--- src/rtl/pattern_sequencer.sv ---
// pattern_sequencer: walks a list of (buffer, repeat) entries and streams
// bytes 0..field_last of each selected pattern buffer over valid/ready.
// The FSM is split into a state register, a next-state process and an
// output process that computes the next value of every registered output.
module pattern_sequencer #(
  parameter int BUFFER_WIDTH = 8,
  parameter int BUFFER_SIZE  = 32,
  parameter int NO_BUFS      = 8,
  parameter int SEQ_SIZE     = 32,
  localparam int FIELD_W     = $clog2(BUFFER_SIZE),
  localparam int BUF_W       = $clog2(NO_BUFS),
  localparam int SEQ_W       = $clog2(SEQ_SIZE),
  localparam int REP_W       = BUFFER_WIDTH - BUF_W
) (
  input  logic                    clk,
  input  logic                    rst_n,
  input  logic                    start,
  input  logic                    stop,
  input  logic                    loop_en,
  input  logic [SEQ_W-1:0]        seq_last,
  input  logic [FIELD_W-1:0]      field_last,
  output logic [SEQ_W-1:0]        seq_ptr,
  input  logic [BUFFER_WIDTH-1:0] seq_byte,
  output logic [BUF_W-1:0]        bufp,
  output logic [FIELD_W-1:0]      fieldp,
  input  logic [BUFFER_WIDTH-1:0] field_byte,
  output logic [BUFFER_WIDTH-1:0] out_data,
  output logic                    out_valid,
  input  logic                    out_ready,
  output logic                    busy,
  output logic                    done
);

  typedef enum logic [1:0] {
    ST_IDLE   = 2'd0,
    ST_FETCH  = 2'd1,
    ST_STREAM = 2'd2,
    ST_DONE   = 2'd3
  } state_t;

  state_t             state_r, state_s;
  state_t             adv_state_s;
  logic [SEQ_W-1:0]   seq_ptr_r, seq_ptr_s, adv_ptr_s;
  logic [BUF_W-1:0]   bufp_r, bufp_s;
  logic [FIELD_W-1:0] fieldp_r, fieldp_s;
  logic [REP_W-1:0]   rep_r, rep_s;
  logic               out_valid_r, out_valid_s;
  logic               done_r, done_s;
  logic               busy_r, busy_s;
  logic [REP_W-1:0]   entry_rep_s;
  logic [BUF_W-1:0]   entry_buf_s;
  logic               xfer_s;
  logic               pass_end_s;

  assign entry_rep_s = seq_byte[BUFFER_WIDTH-1:BUF_W];
  assign entry_buf_s = seq_byte[BUF_W-1:0];
  assign xfer_s      = out_valid_r & out_ready;
  // Last byte of the last repeat of this entry is being accepted.
  assign pass_end_s  = xfer_s && (fieldp_r == field_last) && (rep_r <= REP_W'(1));

  // Where playback goes once the current entry is finished or skipped.
  always_comb begin
    adv_ptr_s   = seq_ptr_r;
    adv_state_s = ST_DONE;
    if (seq_ptr_r < seq_last) begin
      adv_ptr_s   = seq_ptr_r + SEQ_W'(1);
      adv_state_s = ST_FETCH;
    end else if (loop_en) begin
      adv_ptr_s   = {SEQ_W{1'b0}};
      adv_state_s = ST_FETCH;
    end else begin
      adv_ptr_s   = seq_ptr_r;
      adv_state_s = ST_DONE;
    end
  end

  // State register with synchronous active-low reset.
  always_ff @(posedge clk) begin
    if (!rst_n) begin
      state_r <= ST_IDLE;
    end else begin
      state_r <= state_s;
    end
  end

  // Next-state logic; stop overrides everything and returns to IDLE.
  always_comb begin
    state_s = state_r;
    if (stop) begin
      state_s = ST_IDLE;
    end else begin
      case (state_r)
        ST_IDLE: begin
          if (start) begin
            state_s = ST_FETCH;
          end else begin
            state_s = ST_IDLE;
          end
        end
        ST_FETCH: begin
          if (entry_rep_s != {REP_W{1'b0}}) begin
            state_s = ST_STREAM;
          end else begin
            state_s = adv_state_s;
          end
        end
        ST_STREAM: begin
          if (pass_end_s) begin
            state_s = adv_state_s;
          end else begin
            state_s = ST_STREAM;
          end
        end
        ST_DONE: begin
          state_s = ST_IDLE;
        end
        default: begin
          state_s = ST_IDLE;
        end
      endcase
    end
  end

  // Next values of the pointers, repeat counter and handshake outputs.
  always_comb begin
    seq_ptr_s   = seq_ptr_r;
    bufp_s      = bufp_r;
    fieldp_s    = fieldp_r;
    rep_s       = rep_r;
    out_valid_s = out_valid_r;
    if (stop) begin
      out_valid_s = 1'b0;
    end else begin
      case (state_r)
        ST_IDLE: begin
          out_valid_s = 1'b0;
          if (start) begin
            seq_ptr_s = {SEQ_W{1'b0}};
          end else begin
            seq_ptr_s = seq_ptr_r;
          end
        end
        ST_FETCH: begin
          bufp_s   = entry_buf_s;
          rep_s    = entry_rep_s;
          fieldp_s = {FIELD_W{1'b0}};
          if (entry_rep_s != {REP_W{1'b0}}) begin
            out_valid_s = 1'b1;
          end else begin
            // Zero-repeat entry: skip straight to the next one.
            out_valid_s = 1'b0;
            seq_ptr_s   = adv_ptr_s;
          end
        end
        ST_STREAM: begin
          if (!xfer_s) begin
            fieldp_s = fieldp_r;
          end else if (fieldp_r != field_last) begin
            fieldp_s = fieldp_r + FIELD_W'(1);
          end else begin
            fieldp_s = {FIELD_W{1'b0}};
            if (rep_r > REP_W'(1)) begin
              rep_s = rep_r - REP_W'(1);
            end else begin
              out_valid_s = 1'b0;
              seq_ptr_s   = adv_ptr_s;
            end
          end
        end
        ST_DONE: begin
          out_valid_s = 1'b0;
        end
        default: begin
          out_valid_s = 1'b0;
        end
      endcase
    end
    done_s = (state_s == ST_DONE);
    busy_s = (state_s != ST_IDLE);
  end

  // Output and datapath registers with synchronous active-low reset.
  always_ff @(posedge clk) begin
    if (!rst_n) begin
      seq_ptr_r   <= {SEQ_W{1'b0}};
      bufp_r      <= {BUF_W{1'b0}};
      fieldp_r    <= {FIELD_W{1'b0}};
      rep_r       <= {REP_W{1'b0}};
      out_valid_r <= 1'b0;
      done_r      <= 1'b0;
      busy_r      <= 1'b0;
    end else begin
      seq_ptr_r   <= seq_ptr_s;
      bufp_r      <= bufp_s;
      fieldp_r    <= fieldp_s;
      rep_r       <= rep_s;
      out_valid_r <= out_valid_s;
      done_r      <= done_s;
      busy_r      <= busy_s;
    end
  end

  assign seq_ptr   = seq_ptr_r;
  assign bufp      = bufp_r;
  assign fieldp    = fieldp_r;
  assign out_valid = out_valid_r;
  assign done      = done_r;
  assign busy      = busy_r;
  assign out_data  = field_byte;

endmodule

--- config.mk ---
export PLATFORM = sky130hd
export DESIGN_NAME = pattern_sequencer
export DESIGN_NICKNAME = d
export VERILOG_FILES = /design/src/rtl/pattern_sequencer.sv
export SDC_FILE = /design/constraint.sdc
export NUM_CORES = 1
export LEC_CHECK = 0
export ABC_AREA = 0
export CORE_ASPECT_RATIO = 0.5
export CORE_UTILIZATION = 45
export DETAILED_ROUTE_END_ITERATION = 6
export PLACE_DENSITY_LB_ADDON = 0.12
export SYNTH_ARGS = -nofsm -noshare
export SYNTH_HDL_FRONTEND = slang
export SYNTH_SLANG_ARGS = --single-unit
--- constraint.sdc ---
create_clock -name clk -period 3.3 [get_ports clk]
set_clock_uncertainty 0.15 [all_clocks]
set_input_delay 0.99 -clock clk [delete_from_list [all_inputs] [get_ports clk]]
set_output_delay 0.99 -clock clk [all_outputs]
set_load 0.02 [all_outputs]
-- Word level (Yosys, flattened, before mapping)
Index checks and enable logic that the tools add are counted.
- flip-flop bits (word level): 23
- output and inout bits: 24
- $add $sub $neg: 3
- magnitude comparators: 3
- equal/unequal tests: 12
- mux-type cells: 27
- bitwise operators: 3
- reductions and logical operators: 14
- operator list (operator ; number):
    5-bit 2-to-1 mux ; 12
    5-bit case mux with 2 select lines ; 2
    5-bit case mux with 3 select lines ; 1
    2-bit != test, second input constant ; 6
    5-bit by 1-bit adder with 5-bit output, second input constant ; 2
    2-bit 2-to-1 mux ; 5
    2-bit case mux with 4 select lines ; 1
    7-bit AND reduction ; 1
    2-bit equality test, second input constant ; 3
    3-bit AND reduction ; 2
    5-bit equality test ; 1
    5-bit by 1-bit > comparator with 1-bit output, second input constant ; 1
    5-bit by 1-bit less-or-equal comparator with 1-bit output, second input constant ; 1
    5-bit < comparator ; 1
    1-bit 2-to-1 mux ; 5
    5-bit != test ; 1
    5-bit AND reduction ; 1
    5-bit nonzero test ; 1
    5-bit by 1-bit subtractor with 5-bit output, second input constant ; 1
    2-bit nonzero test ; 2
    2-bit OR reduction ; 2
    1-bit case mux with 3 select lines ; 1
    3-bit nonzero test ; 1
    2-bit by 1-bit equality test with 1-bit output, second input constant ; 1
    other kinds (5) ; 7

-- Longest topological paths before layout
- depth after elaboration: 7
- gate-level depth with buffers: 8
- mapped depth without buffers: 8

-- Worst setup path before layout
OpenSTA, ideal clock, no wires.
- path kind: input -> register
- start point: input seq_byte[4]
- end point: register seq_ptr_r[4], in the netlist seq_ptr[4]
- library setup time: 0.071 ns
- arrival time: 2.573 ns
- path slack: 0.507 ns
- stages on the path: 6
- cells stage by stage: or4_4 -> nor2_4 -> o221a_2 -> o311ai_4 -> or4_1 -> a21oi_1
- word-level cells in the longest chain between the ends: 3
- RTL lines (element ; RTL line ; text):
    from (decl) ; 23 ; input logic [BUFFER_WIDTH-1:0] seq_byte,
    5-bit nonzero test ; 147 ; if (entry_rep_s != {REP_W{1'b0}}) begin
    2-bit != test (no line) ; n/a ;
    7-bit AND reduction (no line) ; n/a ;
    to (signal assigned) ; 185 ; seq_ptr_r <= {SEQ_W{1'b0}};
    to (signal assigned) ; 193 ; seq_ptr_r <= seq_ptr_s;
    to (decl) ; 43 ; logic [SEQ_W-1:0] seq_ptr_r, seq_ptr_s, adv_ptr_s;
No other way between the ends.
A chain may end at the register's enable or synchronous reset.

-- Worst setup path after layout
- start point: input seq_byte[4]
- end point: register seq_ptr_r[0], in the netlist seq_ptr[0]
Same word-level chain as after synthesis.

==> metrics <==
status finished with violations; portion of total power attributed to sequential cells 50.1%; Max Cap Violations 0; Tcrit/Tclk final between 90% and 100%; Worst Max-Slew Pin Slew between 0.5 and 0.6 ns; final wirelength 3.62 mm; most common cell in the netlist dfxtp_1; Detailed Routing Iterations Pass 1 7; Crit Reg-Reg Endpoint rep_r[4]; detailed placement HPWL 2.76 mm; Power Density 283 mW/mm2; RSZ-0062 raised after global routing no; DRT antenna net count 0; Synth Net Count 224; Clk pin slew, worst setup/hold paths 0.08 ns; Initial Util 49.4%; Root Buffer clkbuf_8; syn avg cell area 8.65 um2; H-tree depth 1; Worst-Skew Late Latency between 0.2 and 0.3 ns; dominant cell type by area after synthesis dfxtp_1; P_leak between 0.7 and 0.8 nW; total gr overflow 0; # hold bufs at CTS 0; Final GP Congestion ~0.84; Fin. Hold Viols 0; CP Launch Type input pin; CP Depth 8; register area share after synthesis 29.7%; CP Cell Sequence clkdlybuf4s50_1 > or4_4 > nor2_4 > o221a_2 > o311ai_4 > buf_4 > or3_1 > a21oi_1; Die Y ~43 um; CTS-repair resized insts 0; Yosys top cell area share between 20% and 30%; Via Count between 1000 and 1500; CP Capture Point seq_ptr[0]; initial antenna violation count 0; Ys Warns 0; row cnt 14; #FFs+latches synth 23; CP Launch Point seq_byte[4]; Reg2Reg Depth 7; FF+latch area 460 um2; switching share of power between 20% and 30%; Final Non-Filler Cells 259; Synth cell types 42; GRT Total Usage 21.2%; CP max-delay cell or4_4; routed vias/inst 5.41; Slew HR ~62%; list of most frequent post-synthesis cells dfxtp_1, nor2_1, inv_1; Main synth FF type dfxtp_1; Arr. time, crit path 3.09 ns; clock sink count 23; wire length per cell roughly 14 um; Cells after Synth roughly 180; Multi-input gate area roughly 950 um2; I/O Buffers 39; Nets around 270; Largest delay share family, worst path simple AND/OR/NAND/NOR gates; Worst path max stage delay 0.56 ns; DRC viols 4; die width 85.0 um; crit-path max FO 6; Critical Path Sink Type flip-flop; critical path class in -> reg; minimum clock period 3.04 ns; Core Footprint 0.00314 mm2; Internal 0.425 mW; vias in the first global route approximately 1300; failing checks design-rule violations; top post-synthesis cells by area dfxtp_1, ha_1, mux2i_1; reg2reg start rep_r[1]; Layout area overhead 30.9%; Hold WC Path Type reg -> reg; Final Hold Slack 0.353 ns; Slew Limit Fails 0; initial drt markers between 100 and 150; fmax 0.329 GHz; Clk pwr share 31.3%; Setup TNS 0 ns; Post-synth EDFFs 0; dpl cells ~260; postcts setup bufs 0; net switching power 0.148 mW; synthesized area 0.00155 mm2; global-route wire length before repair slightly above 6 mm; Peak VDD IR 0.000120 V; Finished Core Util about 65%; CP Buf/Inv Count 2; ANT cells 0; maximum buffer depth of the clock tree 2; CP required 3.35 ns; area of the die around 0.0037 mm2; # IOs 56; cts bufs inserted 3; Final Setup Violations 0; CTS tree done; combinational share of power a little under a fifth; setup slack, reg-to-reg 0.87 ns; pin count of the biggest net entering global routing 16; share of layout cells above drive strength 1 10.0%; FFs w/ async S/R, synth 0%; Filler Cell Count roughly 280
==> cells in the final DEF, fill, tap and decap left out, types with 2 or more instances in the layout <==
master	instances
clkbuf_8	3
a21o_1	2
mux2_2	2
or3_1	2
nand3_1	5
nand2b_1	5
buf_4	9
nand2_1	7
clkdlybuf4s50_1	39
a21oi_1	9
xor2_1	5
o21ai_0	8
nand3b_1	2
nor2b_1	5
mux2i_1	9
ha_1	13
nand4_1	2
or4_1	2
a31oi_1	2
dfxtp_1	23
nor3_1	5
xnor2_1	4
nor2_1	20
inv_1	16
==> cell families (layout without fill, tap and decap cells) <==
| logic type | after synthesis | count (layout) | synth area share, % |
|---|---|---|---|
| compound gates | 33 | 33 | 16.6 |
| flops | 23 | 23 | 29.7 |
| xor+xnor | 10 | 10 | 6.14 |
| simple gates | 61 | 61 | 21.1 |
| buf+inv | 28 | 68 | 8.72 |
| fa+ha+maj | 13 | 13 | 10.5 |
| mux | 11 | 11 | 7.27 |
==> layout make-up <==
type / instances / share of cell area (%)
clock buffer: 4 / 2.22
inverter: 16 / 2.96
multi-input combinational: 128 / 47.0
sequential: 23 / 22.7
tap: 40 / 2.47
timing repair buffer: 48 / 22.6
==> worst reg2reg max path: cells and delay by family, from the launching register on <==
family	cells	cell delay (ns)
adder cells (fa/ha/maj)	1	0.17
AND/OR/NAND/NOR	1	0.56
AO/OA/AOI/OAI	3	0.76
multiplexers	1	0.21
buffers and inverters	1	0.08
flip-flops	1	0.38
==> worst min-delay path by stage <==
| stage | startpoint | end | cells past startpoint |
|---|---|---|---|
| final | bufp[2] | bufp[2] | 2 |
| after global routing | bufp[2] | bufp[2] | 2 |
| after CTS | bufp[1] | bufp[1] | 2 |
| after detailed placement | bufp[2] | bufp[2] | 2 |
| after global placement | bufp[1] | bufp[1] | 2 |
| after floorplan | rep_r[4] | rep_r[4] | 2 |
==> state kept, by name, summed over array words and instances, names as in the netlist <==
name	count
fieldp	5
rep_r	5
seq_ptr	5
bufp	3
state_r	2
busy	1
done	1
out_valid	1
==> per-layer routing <==
metal / global-route usage [%] / up-vias / share of wire, %
met3: 6.29 / 12 / 6.7
met1: 27.0 / 639 / 46
met5: 0 / - / 0
met4: 7.12 / 0 / 2.2
li1: - / 693 / -
met2: 35.2 / 57 / 45
==> power groups by stage <==
stage               Clock (mW)  Sequential [mW]  Combinational (mW)
floorplan                    0            0.296              0.0645
global placement             0            0.294               0.103
detailed placement           0            0.294               0.106
CTS                      0.185            0.287               0.107
global route             0.193            0.288               0.116
finish                   0.179            0.287               0.107
==> per-stage QoR <==
| stage | cell area, um2 | setup WS, ns | total power, mW |
|---|---|---|---|
| 2_1_floorplan | 1550 | 0.507 | 0.361 |
| 4_1_cts | 2030 | 0.271 | 0.579 |
| 5_1_grt | 2030 | 0.0802 | 0.598 |
| 6_report | 2030 | 0.258 | 0.574 |
| 3_5_place_dp | 1980 | -0.0126 | 0.399 |
| 3_3_place_gp | 1980 | 0.0544 | 0.397 |
No activity file was read; power rests on OpenSTA's default activity.
